`config.mk`:
```
export PLATFORM = sky130hd
export DESIGN_NAME = mac_seq_ctrl
export DESIGN_NICKNAME = d
export VERILOG_FILES = /design/src/rtl/mac_pkg.sv /design/src/rtl/mac_en_pipe.sv /design/src/rtl/mac_seq_ctrl.sv
export SDC_FILE = /design/constraint.sdc
export NUM_CORES = 1
export LEC_CHECK = 0
export ABC_CLOCK_PERIOD_IN_PS = 4900
export BUFFER_PORTS_ARGS = -buffer_cell sky130_fd_sc_hd__buf_2
export CAP_MARGIN = 20
export CORE_UTILIZATION = 35
export DETAILED_ROUTE_END_ITERATION = 16
export HOLD_SLACK_MARGIN = 0.1
export SYNTH_ARGS = -nofsm -noshare
export SYNTH_HDL_FRONTEND = slang
export SYNTH_HIERARCHICAL = 1
export SYNTH_SLANG_ARGS = --single-unit
```
`constraint.sdc`:
```
create_clock -name clk -period 4.9 [get_ports clk]
set_input_delay 0.49 -clock clk [delete_from_list [all_inputs] [get_ports clk]]
set_output_delay 0.49 -clock clk [all_outputs]
set_load 0.005 [all_outputs]
```
`src/rtl/mac_pkg.sv`:
```
// mac_pkg: state encoding, pipeline constants and the accumulator overflow bound for the MAC sequencer
package mac_pkg;

    typedef enum logic [2:0] {IDLE, CLEAR, RUN, DRAIN, CAPTURE, HOLD} mac_seq_state_t;

    localparam int MAC_RD_LAT     = 1;
    localparam int MAC_PIPE_DEPTH = 2;

    // Longest dot product whose worst-case sum still fits the accumulator
    function automatic bit mac_len_ok(input int max_len, input int in_w, input int out_w);
        return max_len <= (1 << (out_w - 2 * in_w));
    endfunction

endpackage

```
`src/rtl/mac_en_pipe.sv`:
```
// mac_en_pipe: valid delay line turning the read strobe into MAC stage enables
//   clk, rst_n : clock, async active-low reset
//   clr        : synchronous flush of every stage
//   din        : valid entering stage 0
//   q          : q[k] is din delayed k+1 cycles
module mac_en_pipe #(
    parameter int DEPTH = 2
) (
    input  logic             clk,
    input  logic             rst_n,
    input  logic             clr,
    input  logic             din,
    output logic [DEPTH-1:0] q
);

    always_ff @(posedge clk or negedge rst_n)
        if (!rst_n)
            q <= '0;
        else if (clr)
            q <= '0;
        else
            q <= {q[DEPTH-2:0], din};

endmodule

```
`src/rtl/mac_seq_ctrl.sv`:
```
// mac_seq_ctrl: sequences operand reads and MAC enables for one length-N dot product
//   clk, rst_n                    : clock, async active-low reset
//   start, len, img_base, w_base  : job request, sampled when accepted in IDLE
//   abort                         : cancel the running job and scrub the MAC
//   busy                          : job in progress
//   rd_en, img_addr, w_addr       : operand memory reads (data valid one cycle later)
//   rst_mem, mul_mem_en, ac_mem_en: MAC clear and stage enables
//   mac_out                       : MAC accumulator
//   result_data/valid/ready       : captured dot product handshake
module mac_seq_ctrl
    import mac_pkg::*;
#(
    parameter int IN_WIDTH   = 8,
    parameter int OUT_WIDTH  = 22,
    parameter int MAX_LEN    = 64,
    parameter int ADDR_WIDTH = 10,
    parameter int LEN_WIDTH  = $clog2(MAX_LEN + 1)
) (
    input  logic                  clk,
    input  logic                  rst_n,
    input  logic                  start,
    input  logic [LEN_WIDTH-1:0]  len,
    input  logic [ADDR_WIDTH-1:0] img_base,
    input  logic [ADDR_WIDTH-1:0] w_base,
    input  logic                  abort,
    output logic                  busy,
    output logic                  rd_en,
    output logic [ADDR_WIDTH-1:0] img_addr,
    output logic [ADDR_WIDTH-1:0] w_addr,
    output logic                  rst_mem,
    output logic                  mul_mem_en,
    output logic                  ac_mem_en,
    input  logic [OUT_WIDTH-1:0]  mac_out,
    output logic [OUT_WIDTH-1:0]  result_data,
    output logic                  result_valid,
    input  logic                  result_ready
);

    if (!mac_len_ok(MAX_LEN, IN_WIDTH, OUT_WIDTH)) begin : g_len_chk
        $error("mac_seq_ctrl: MAX_LEN exceeds the accumulator no-overflow bound");
    end

    localparam logic [LEN_WIDTH-1:0] ONE  = LEN_WIDTH'(1);
    localparam logic [LEN_WIDTH-1:0] LMAX = LEN_WIDTH'(MAX_LEN);

    mac_seq_state_t              state, nxt;
    logic [LEN_WIDTH-1:0]        len_r, i;
    logic [ADDR_WIDTH-1:0]       img_b, w_b;
    logic                        scrub, kill;
    logic [MAC_PIPE_DEPTH-1:0]   pipe;

    assign kill = abort && state != IDLE;

    always_comb begin
        nxt = state;
        case (state)
            IDLE:    nxt = start ? CLEAR : IDLE;
            CLEAR:   nxt = len_r != '0 ? RUN : DRAIN;
            RUN:     nxt = i + ONE == len_r ? DRAIN : RUN;
            DRAIN:   nxt = i == ONE ? CAPTURE : DRAIN;
            CAPTURE: nxt = HOLD;
            HOLD:    nxt = result_ready ? IDLE : HOLD;
            default: nxt = IDLE;
        endcase
        if (kill)
            nxt = IDLE;
    end

    // i counts cycles within RUN (read index) and within DRAIN; it restarts on every state change
    always_ff @(posedge clk or negedge rst_n)
        if (!rst_n) begin
            state       <= IDLE;
            len_r       <= '0;
            img_b       <= '0;
            w_b         <= '0;
            i           <= '0;
            scrub       <= 1'b0;
            result_data <= '0;
        end else begin
            state <= nxt;
            scrub <= kill;
            i     <= nxt == state && (state == RUN || state == DRAIN) ? i + ONE : '0;
            if (state == IDLE && start) begin
                len_r <= len > LMAX ? LMAX : len;
                img_b <= img_base;
                w_b   <= w_base;
            end
            if (state == CAPTURE && !kill)
                result_data <= mac_out;
        end

    mac_en_pipe #(.DEPTH(MAC_PIPE_DEPTH)) u_pipe (
        .clk  (clk),
        .rst_n(rst_n),
        .clr  (kill),
        .din  (rd_en),
        .q    (pipe)
    );

    assign busy         = state != IDLE;
    assign rd_en        = state == RUN;
    assign img_addr     = rd_en ? img_b + ADDR_WIDTH'(i) : '0;
    assign w_addr       = rd_en ? w_b + ADDR_WIDTH'(i) : '0;
    // scrub gives the one-cycle MAC clear that follows an abort
    assign rst_mem      = state == CLEAR || scrub;
    assign mul_mem_en   = pipe[MAC_RD_LAT-1] && !rst_mem;
    assign ac_mem_en    = pipe[MAC_PIPE_DEPTH-1] && !rst_mem;
    assign result_valid = state == HOLD;

endmodule

```
# Word-level counts from Yosys, hierarchy flattened
# Cells that the tools add are included.
# Widths: inputs -> output; s select.
# word_totals
wordCells	45
inputBits	54
ff_bits	62
# classes
n_eq_ne	8
n_reduce_logical	13
muxes	12
n_lt_le_gt_ge	1
addsub	3
# op_table
op	n
$add 10x7->10	2
$mux 10	2
$pmux 3 s6	1
$mux 7	2
$mux 3	3
$add 7x1->7 const B	1
$eq 7x1->1 const B	1
$eq 7x7->1	1
$gt 7x7->1 const B	1
$reduce_bool 7->1	1
$eq 3x2->1 const B	2
$eq 3x3->1 const B	2
$logic_and 1x1->1	6
$eq 3x1->1 const B	1
$eq 3x3->1	1
$logic_not 3->1	1
$mux 1	3
$reduce_bool 3->1	1
$logic_not 1->1	2
$logic_or 1x1->1	2
$mux 2	1

# Logic depth before layout (Yosys ltp)
# Gate-level depths: netlist (run 1).
# logic_depth
depth_word	8
mapped_depth	7
ltp_nobuf	7

# Hierarchy
# Netlist (run 1), hierarchy kept.
# by_module_without_submodules
mod	area_each_um2	n_inst	cells_each
mac_seq_ctrl	3333.2	1	296
mac_en_pipe	62.6	1	4

# Worst setup path after synthesis (run 1)
# No wires, ideal clock.
# synth_timing
kind	register to output
from	reg i[0]
to	out w_addr[6]
path_buffers	0
arrival_time_ps	1910
required_time_ps	4410
path_stages_with_launch	8
path_slack_ps	2500
cell_sequence	dfrtp_1 ha_1 fa_1 a21o_1 a21o_1 a21oi_1 mux2i_1 o311ai_1
# synth_between
elab_chain_len	2
# synth_rtl
item	line_no	text
from (decl)	mac_seq_ctrl.sv:47	logic [LEN_WIDTH-1:0] len_r, i;
from (signal assigned)	mac_seq_ctrl.sv:82	i <= nxt == state && (state == RUN || state == DRAIN) ? i + ONE : '0;
$add 10x7->10	mac_seq_ctrl.sv:103	assign w_addr = rd_en ? w_b + ADDR_WIDTH'(i) : '0;
$mux 10	mac_seq_ctrl.sv:103	
to (decl)	mac_seq_ctrl.sv:29	output logic [ADDR_WIDTH-1:0] w_addr,
# Every way passes these cells.

# Final worst setup path (run 1)
# Ends and elaborated chain as after synthesis.

==> summary.md, run 1 <==
| Metric | Value |
|---|---|
| Setup_tns | 0 ps |
| Leakage dissipation | 2.15 nW |
| Status | completed |
| CP Capture Type | output pin |
| Total power | 1.94 mW |
| Slew Limit Headroom | 0.465 |
| RePlAce Congestion | 0.763 |
| 1st-iter DRT viols | 41 |
| Setup Skew | 7.65 ps |
| Die Wd | approximately 100 um |
| PortBufs | ~100 |
| Post-Syn Instances | 300 |
| Fill cells | 929 |
| Area growth, synth to finish | 25.1% |
| Antenna cell count | 0 |
| Worst EP required | 4410 ps |
| Fraction of the mapped netlist area in adder cells | 0.0707 |
| DRC viols | 0 |
| Die Height | 101 um |
| Synth top area cells | dfrtp_1 46%, mux2_2 14%, ha_1 5.9%, xnor2_1 3.4%, nor2_1 3.1% |
| H-Tree Depth | 3 |
| Most area-hungry cell type in the Yosys netlist | dfrtp_1 |
| NumNets Final | 477 |
| Clk pin slew, worst setup/hold paths | 70 ps |
| WL final | 7370 um |
| Proportion of netlist area held by the largest area contributor | 0.457 |
| Core Region | 9330 sq um |
| Clock root buffer master | clkbuf_8 |
| Worst-margin pin slew | 802 ps |
| Synthesized net count | 372 |
| Post-DR vias/cell | 4.79 |
| CP Data Arrival Time | 2500 ps |
| Full die area | between 10000 and 15000 sq um |
| RSZ-0062 raised after global routing | no |
| Fmax | around 0.33 GHz |
| Post-route setup slack | roughly 1900 ps |
| CTS Hold Bufs | 0 |
| Synth async-reset ratio | 1.00 |
| Slew Viols, Final | 0 |
| Commonest non-fill, non-tap cell in the layout | buf_2 |
| Crit-path max FO | 8 |
| Row cnt | 35 |
| Number of flops mapped to enable cells by yosys | 0 |
| Cts bufs inserted | 9 |
| Post-Synth Simple-Gate Area | 0.154 |
| Synth cell types | 44 |
| Multiplexer share of the synthesized area | 0.146 |
| Drt first pass iters | 4 |
| Worst vdd ir | between 0.0002 and 0.00025 V |
| Worst slack, placed | 2230 ps |
| WL per Instance | 13.7 um |
| PwrDens | 458 nW/um^2 |
| WS Path Type | register to output pin |
| Io pins | 102 |
| GRT Residual Overflow | 0 |
| Starting Density | 0.364 |
| Min-Delay Path Class | primary input to asynchronous set/reset pin |
| Post-synthesis compound-gate area fraction | 0.0792 |
| Post-route ant nets | 0 |
| Tmin final | between 2000 and 3000 ps |
| GRT Util Overall | 0.159 |
| Synthesized cell area | 3400 sq um |
| Ys Warns | 6 |
| Share of layout cells above drive strength 1 | 0.402 |
| Endpoints failing hold | 0 |
| DP HPWL | 5410 um |
| Main synth FF type | dfrtp_1 |
| First-pass GRT wire length | around 12000 um |
| Final setup violation count | 0 |
| Most frequent cells in the layout | 101 x buf_2, 62 x dfrtp_1, 41 x mux2_2 |
| Register area share after synthesis | 0.457 |
| CTS tree | built |
| Clk_lat worst skew | about 330 ps |
| Avg Cell Area, Syn | ~11 sq um |
| Crit start category | register |
| Vias | around 2600 |
| Vias in the first global route | 2631 |
| Register bit total from synthesis | slightly above 60 |
| Xor and xnor area share after synthesis | 0.0752 |
| PostCTS Resize Cnt | 0 |
| Largest family of logic cells by synthesized area | simple AND/OR/NAND/NOR gates |
| Pin count of the biggest net entering global routing | 63 |
| Tcrit/Tclk final | 0.611 |
| Initial antenna violation count | 0 |
| Post-CTS setup buffers | 0 |
| Max-cap violations | 0 |
| Max Root-Sink Buffers | 2 |
| Clock sink count | 62 |
cell type report:
cell class / count / area [sq um] / area share
multi-input cells: 223 / 1790 / 0.421
flip-flops and latches: 62 / 1550 / 0.365
repair buffers: 104 / 528 / 0.124
well taps: 129 / 161 / 0.0380
clock buffers: 12 / 155 / 0.0365
clock inverters: 4 / 45.0 / 0.0106
inverters: 5 / 18.8 / 0.00442
per-layer routing:
layer,routed length [um],track usage,up-vias,part of all wire
met3,595,0.0680,2,0.081
met4,11,0.0245,0,0.0015
met1,3330,0.195,1215,0.45
met2,3430,0.264,93,0.47
met5,0,0,-,0
li1,-,-,1271,-
critical path, cell delays in order (launching register included):
cell and delay (ps):
dfrtp_1 480, ha_1 270, fa_1 400, a21o_1 170, a21o_1 210, a21oi_1 190, mux2i_1 200, o311ai_1 120
buf_2 140
flip-flops by register name (all words and copies together) (netlist names):
register	flops
w_b	10
len_r	7
u_pipe/q	2
i	7
scrub	1
state	3
img_b	10
result_data	22
final timing paths:
| kind | slack, ps | to | startpoint | depth (start not counted) |
|---|---|---|---|---|
| worst min register to register | 490 | result_data[14] | result_data[14] | 1 |
| min in group clk | 370 | result_data[14] | mac_out[14] | 2 |
| max in group asynchronous | 4050 | result_data[3] | rst_n | 2 |
| worst min-delay path | 300 | img_b[3] | rst_n | 2 |
| worst max-delay path | 1910 | w_addr[6] | i[0] | 8 |
| worst max register to register | 2610 | i[5] | i[1] | 6 |
synthesized netlist by cell type, types with 5 or more instances:
master / number
o21ai_0: 12
nor2_1: 28
xor2_1: 8
mux2_2: 41
a21oi_1: 13
or3_1: 5
nand2_1: 14
buf_2: 6
nand2b_1: 9
xnor2_1: 13
nand3_1: 9
nor2b_1: 5
and2_1: 7
dfrtp_1: 62
ha_1: 16
metrics by stage:
stage / hold slack (ps) / cell area (sq um) / std cells / utilization
after detailed placement: 476 / 4050 / 523 / 0.434
final: 302 / 4250 / 539 / 0.456
after global placement: 463 / 4050 / 523 / 0.434
after floorplan: 194 / 3400 / 300 / -
after global routing: 348 / 4250 / 539 / 0.456
after CTS: 352 / 4250 / 539 / 0.456
power breakdown:
group	switching, mW	total, mW	leakage, nW	internal, mW
Clock	0.196	0.457	0.106	0.260
Combinational	0.315	0.679	1.24	0.364
Sequential	0.136	0.808	0.804	0.673
Total	0.647	1.94	2.15	1.30
cells by family (layout without fill, tap and decap cells):
group | after synthesis | count (layout)
flops | 62 | 62
xor+xnor | 24 | 24
simple gates | 96 | 96
buf+inv | 15 | 125
compound gates | 41 | 41
mux | 44 | 44
fa+ha+maj | 18 | 18
Power figures use the tool's default switching activity.
==> run 2, diff against run 1 <==
ABC_CLOCK_PERIOD_IN_PS = 2400   (was 4900)
clock period = 2.4 ns   (was 4.9 ns; I/O delays follow)
==> summary.md, run 2 (synthesis results as in run 1) <==
| Metric | Value |
|---|---|
| Status | finished, violations left (was completed) |
| Failing checks | negative setup slack |
| Io pins | 102 (unchanged) |
| Post-DR vias/cell | 4.78 (was 4.79) |
| Vias | 2660 (was 2581) |
| Slew Limit Headroom | 0.559 (was 0.465) |
| Crit path buf inv count | 1 (unchanged) |
| Antenna cell count | 0 (unchanged) |
| CP Data Arrival Time | 2270 ps (was 2500 ps) |
| Die Wd | 101 um (unchanged) |
| H-Tree Depth | 3 (unchanged) |
| Clk pin slew, worst setup/hold paths | 70 ps (about the same) |
| Met3 Use GR | 0.0492 (was 0.0680) |
| Pin count of the biggest net entering global routing | 37 (was 63) |
| Clk_lat worst skew | 330 ps (about the same) |
| WS Path Type | register to output pin (unchanged) |
| Number of flip-flops in the largest register | 22 (unchanged) |
| 1st-iter DRT viols | 48 (was 41) |
| Drt first pass iters | 4 (unchanged) |
| Die Height | 101 um (unchanged) |
| Crit-path max cell delay | 480 ps (about the same) |
| Worst vdd ir | 0.000359 V (was 0.000216 V) |
| Starting Density | 0.364 (unchanged) |
| Part of the power in registers | 0.392 (was 0.416) |
| Fill cells | 870 (was 929) |
| Tcrit/Tclk final | 1.04 |
| CP Capture Type | output pin (unchanged) |
| Slew Viols, Final | 0 (unchanged) |
| Worst EP required | 2160 ps (was 4410 ps) |
| Critical Path Most Common Cell | a21o_1 (unchanged) |
| RePlAce Congestion | 0.765 (was 0.763) |
| Clock share of power | 0.230 (was 0.235) |
| Worst path slowest cell | or4b_1 (was dfrtp_1) |
| GRT Util Overall | 0.159 (about the same) |
| Post-route ant nets | 0 (unchanged) |
| Met1 Resource Use GR | 0.198 (was 0.195) |
| Core Region | 9330 sq um (unchanged) |
| Setup_tns | -381 ps (was 0 ps) |
| Cts bufs inserted | 9 (unchanged) |
| Comb pwr share | 0.378 (was 0.349) |
| Layer with the highest usage | met2 (unchanged) |
| Most frequent cells in the layout | 101 x buf_2, 57 x dfrtp_1, 41 x mux2_2 (was 101 x buf_2, 62 x dfrtp_1, 41 x mux2_2) |
| Inst Count DP | 529 (was 523) |
| Clock sink count | 62 (unchanged) |
| Tmin final | 2510 ps |
| RSZ-0062 raised after global routing | yes (was no) |
| GRT Residual Overflow | 0 (unchanged) |
| Final cell count without fillers | 557 (was 539) |
| Post-route core utilization | 0.491 (was 0.456) |
| Max-cap violations | 0 (unchanged) |
| DRC viols | 0 (unchanged) |
| Vias in the first global route | 2756 (was 2631) |
| Crit path max-delay family | simple AND/OR/NAND/NOR gates (was compound AO/OA/AOI/OAI gates) |
| Area growth, synth to finish | 34.8% (was 25.1%) |
| Setup Skew | 7.04 ps (was 7.65 ps) |
| Crit-path cells | ha_1 -> fa_2 -> a21o_1 -> a21o_1 -> a21oi_2 -> or4b_1 -> nand3_1 -> buf_2 (was ha_1 -> fa_1 -> a21o_1 -> a21o_1 -> a21oi_1 -> mux2i_1 -> o311ai_1 -> buf_2) |
| PwrDens | 923 nW/um^2 (was 458 nW/um^2) |
| Seq. cell area | 1560 sq um (was 1550 sq um) |
| Post-route setup slack | -106 ps (was 1910 ps) |
| Final setup violation count | 6 (was 0) |
| Final instance area | 4580 sq um (was 4250 sq um) |
| P_sw | 1.42 mW (was 647 uW) |
| Min-Delay Path Class | primary input to register (was primary input to asynchronous set/reset pin) |
| Crit-path max FO | 3 (was 8) |
| Switching share of power | 0.336 (was 0.333) |
| Leakage dissipation | 2.23 nW (was 2.15 nW) |
| First-pass GRT wire length | 12700 um (was 12500 um) |
| Initial antenna violation count | 0 (unchanged) |
| Met2 GRT Util | 0.267 (was 0.264) |
| Share of layout cells above drive strength 1 | 0.484 (was 0.402) |
| DP HPWL | 5660 um (was 5410 um) |
| Row cnt | 35 (unchanged) |
| Commonest non-fill, non-tap cell in the layout | buf_2 (unchanged) |
| Int Pwr | 2.81 mW (was 1.30 mW) |
| Hold_ws | 115 ps (was 302 ps) |
| PortBufs | 101 (unchanged) |
| Multi-input logic area | 1950 sq um (was 1790 sq um) |
| Max Root-Sink Buffers | 2 (unchanged) |
| DP Area | 4110 sq um (was 4050 sq um) |
| Worst-margin pin slew | 662 ps (was 802 ps) |
| WL final | 7710 um (was 7370 um) |
| Fmax | between 0.3 and 0.4 GHz |
| Endpoints failing hold | 0 (unchanged) |
| CTS tree | built (unchanged) |
| Clock root buffer master | clkbuf_8 (unchanged) |
| NumNets Final | 496 (was 477) |
| Most flops, register | result_data (unchanged) |
| Biggest regs | result_data (22), img_b (10), w_b (10) (unchanged) |
| WL per Instance | 13.8 um (was 13.7 um) |
| Crit start category | register (unchanged) |
| Full die area | 10100 sq um (unchanged) |
## run 2: changes by cell type in the layout (fill, tap and decap cells not counted), sizes merged
cell / previous run / this run
clkinv: 3 / 1
dlygate4sd3: 0 / 1
clkinvlp: 0 / 1
buf: 104 / 122
## run 2: metrics by stage
stage / worst slack, ps / total power [mW]
2_1_floorplan: 250 / 2.59
3_3_place_gp: 132 / 3.08
3_5_place_dp: 95.9 / 3.12
4_1_cts: -96.0 / 4.15
5_1_grt: -207 / 4.52
6_report: -106 / 4.23
## run 2: what timing repair did
action | in CTS | in global routing
buffers inserted | 1 | 11
resized for setup | 14 | 16
pin swaps | 6 | 7
hold endpoints to repair | 26 | 0
endpoints found under the setup margin | 7 | 12
hold buffers | 1 | 0
gates cloned | 0 | 0
## run 2: per-layer routing
| layer | share of wire | wire length, um |
|---|---|---|
| met4 | 0.012 | 90 |
| met3 | 0.074 | 568 |
| met5 | 0 | 0 |
| met1 | 0.45 | 3490 |
| met2 | 0.46 | 3550 |
## run 2: final timing paths
path / startpoint / end / slack (ps) / cells past startpoint
max: i[0] / img_addr[6] / -110 / 8
min in group asynchronous: rst_n / w_b[2] / 470 / 2
min reg2reg: result_data[14] / result_data[14] / 490 / 1
max in group asynchronous: rst_n / result_data[14] / 1300 / 3
min: img_base[2] / img_b[2] / 110 / 2
max reg2reg: i[0] / i[5] / 80 / 8
## run 2: final cells by class
| cell class | instances | share of cell area |
|---|---|---|
| Clock buffer | 12 | 0.0361 |
| Clock inverter | 3 | 0.00929 |
| Inverter | 5 | 0.00410 |
| Multi-Input combinational cell | 223 | 0.425 |
| Sequential cell | 62 | 0.340 |
| Tap cell | 129 | 0.0353 |
| Timing Repair Buffer | 123 | 0.150 |
## run 2: power groups by stage
stage	registers, mW	clock network (mW)	logic (mW)
after global placement	1.62	0	1.46
final	1.66	0.971	1.60
after floorplan	1.58	0	1.01
after global routing	1.70	1.03	1.79
after CTS	1.63	0.990	1.53
after detailed placement	1.63	0	1.48
## run 2: worst register-to-register path, stage by stage (launching register included)
cell and delay (ps):
dfrtp_1 430, buf_4 150, buf_4 150, ha_1 220, and3_4 190, and3_1 210
xor3_1 240, o41ai_4 500, nor2_1 90
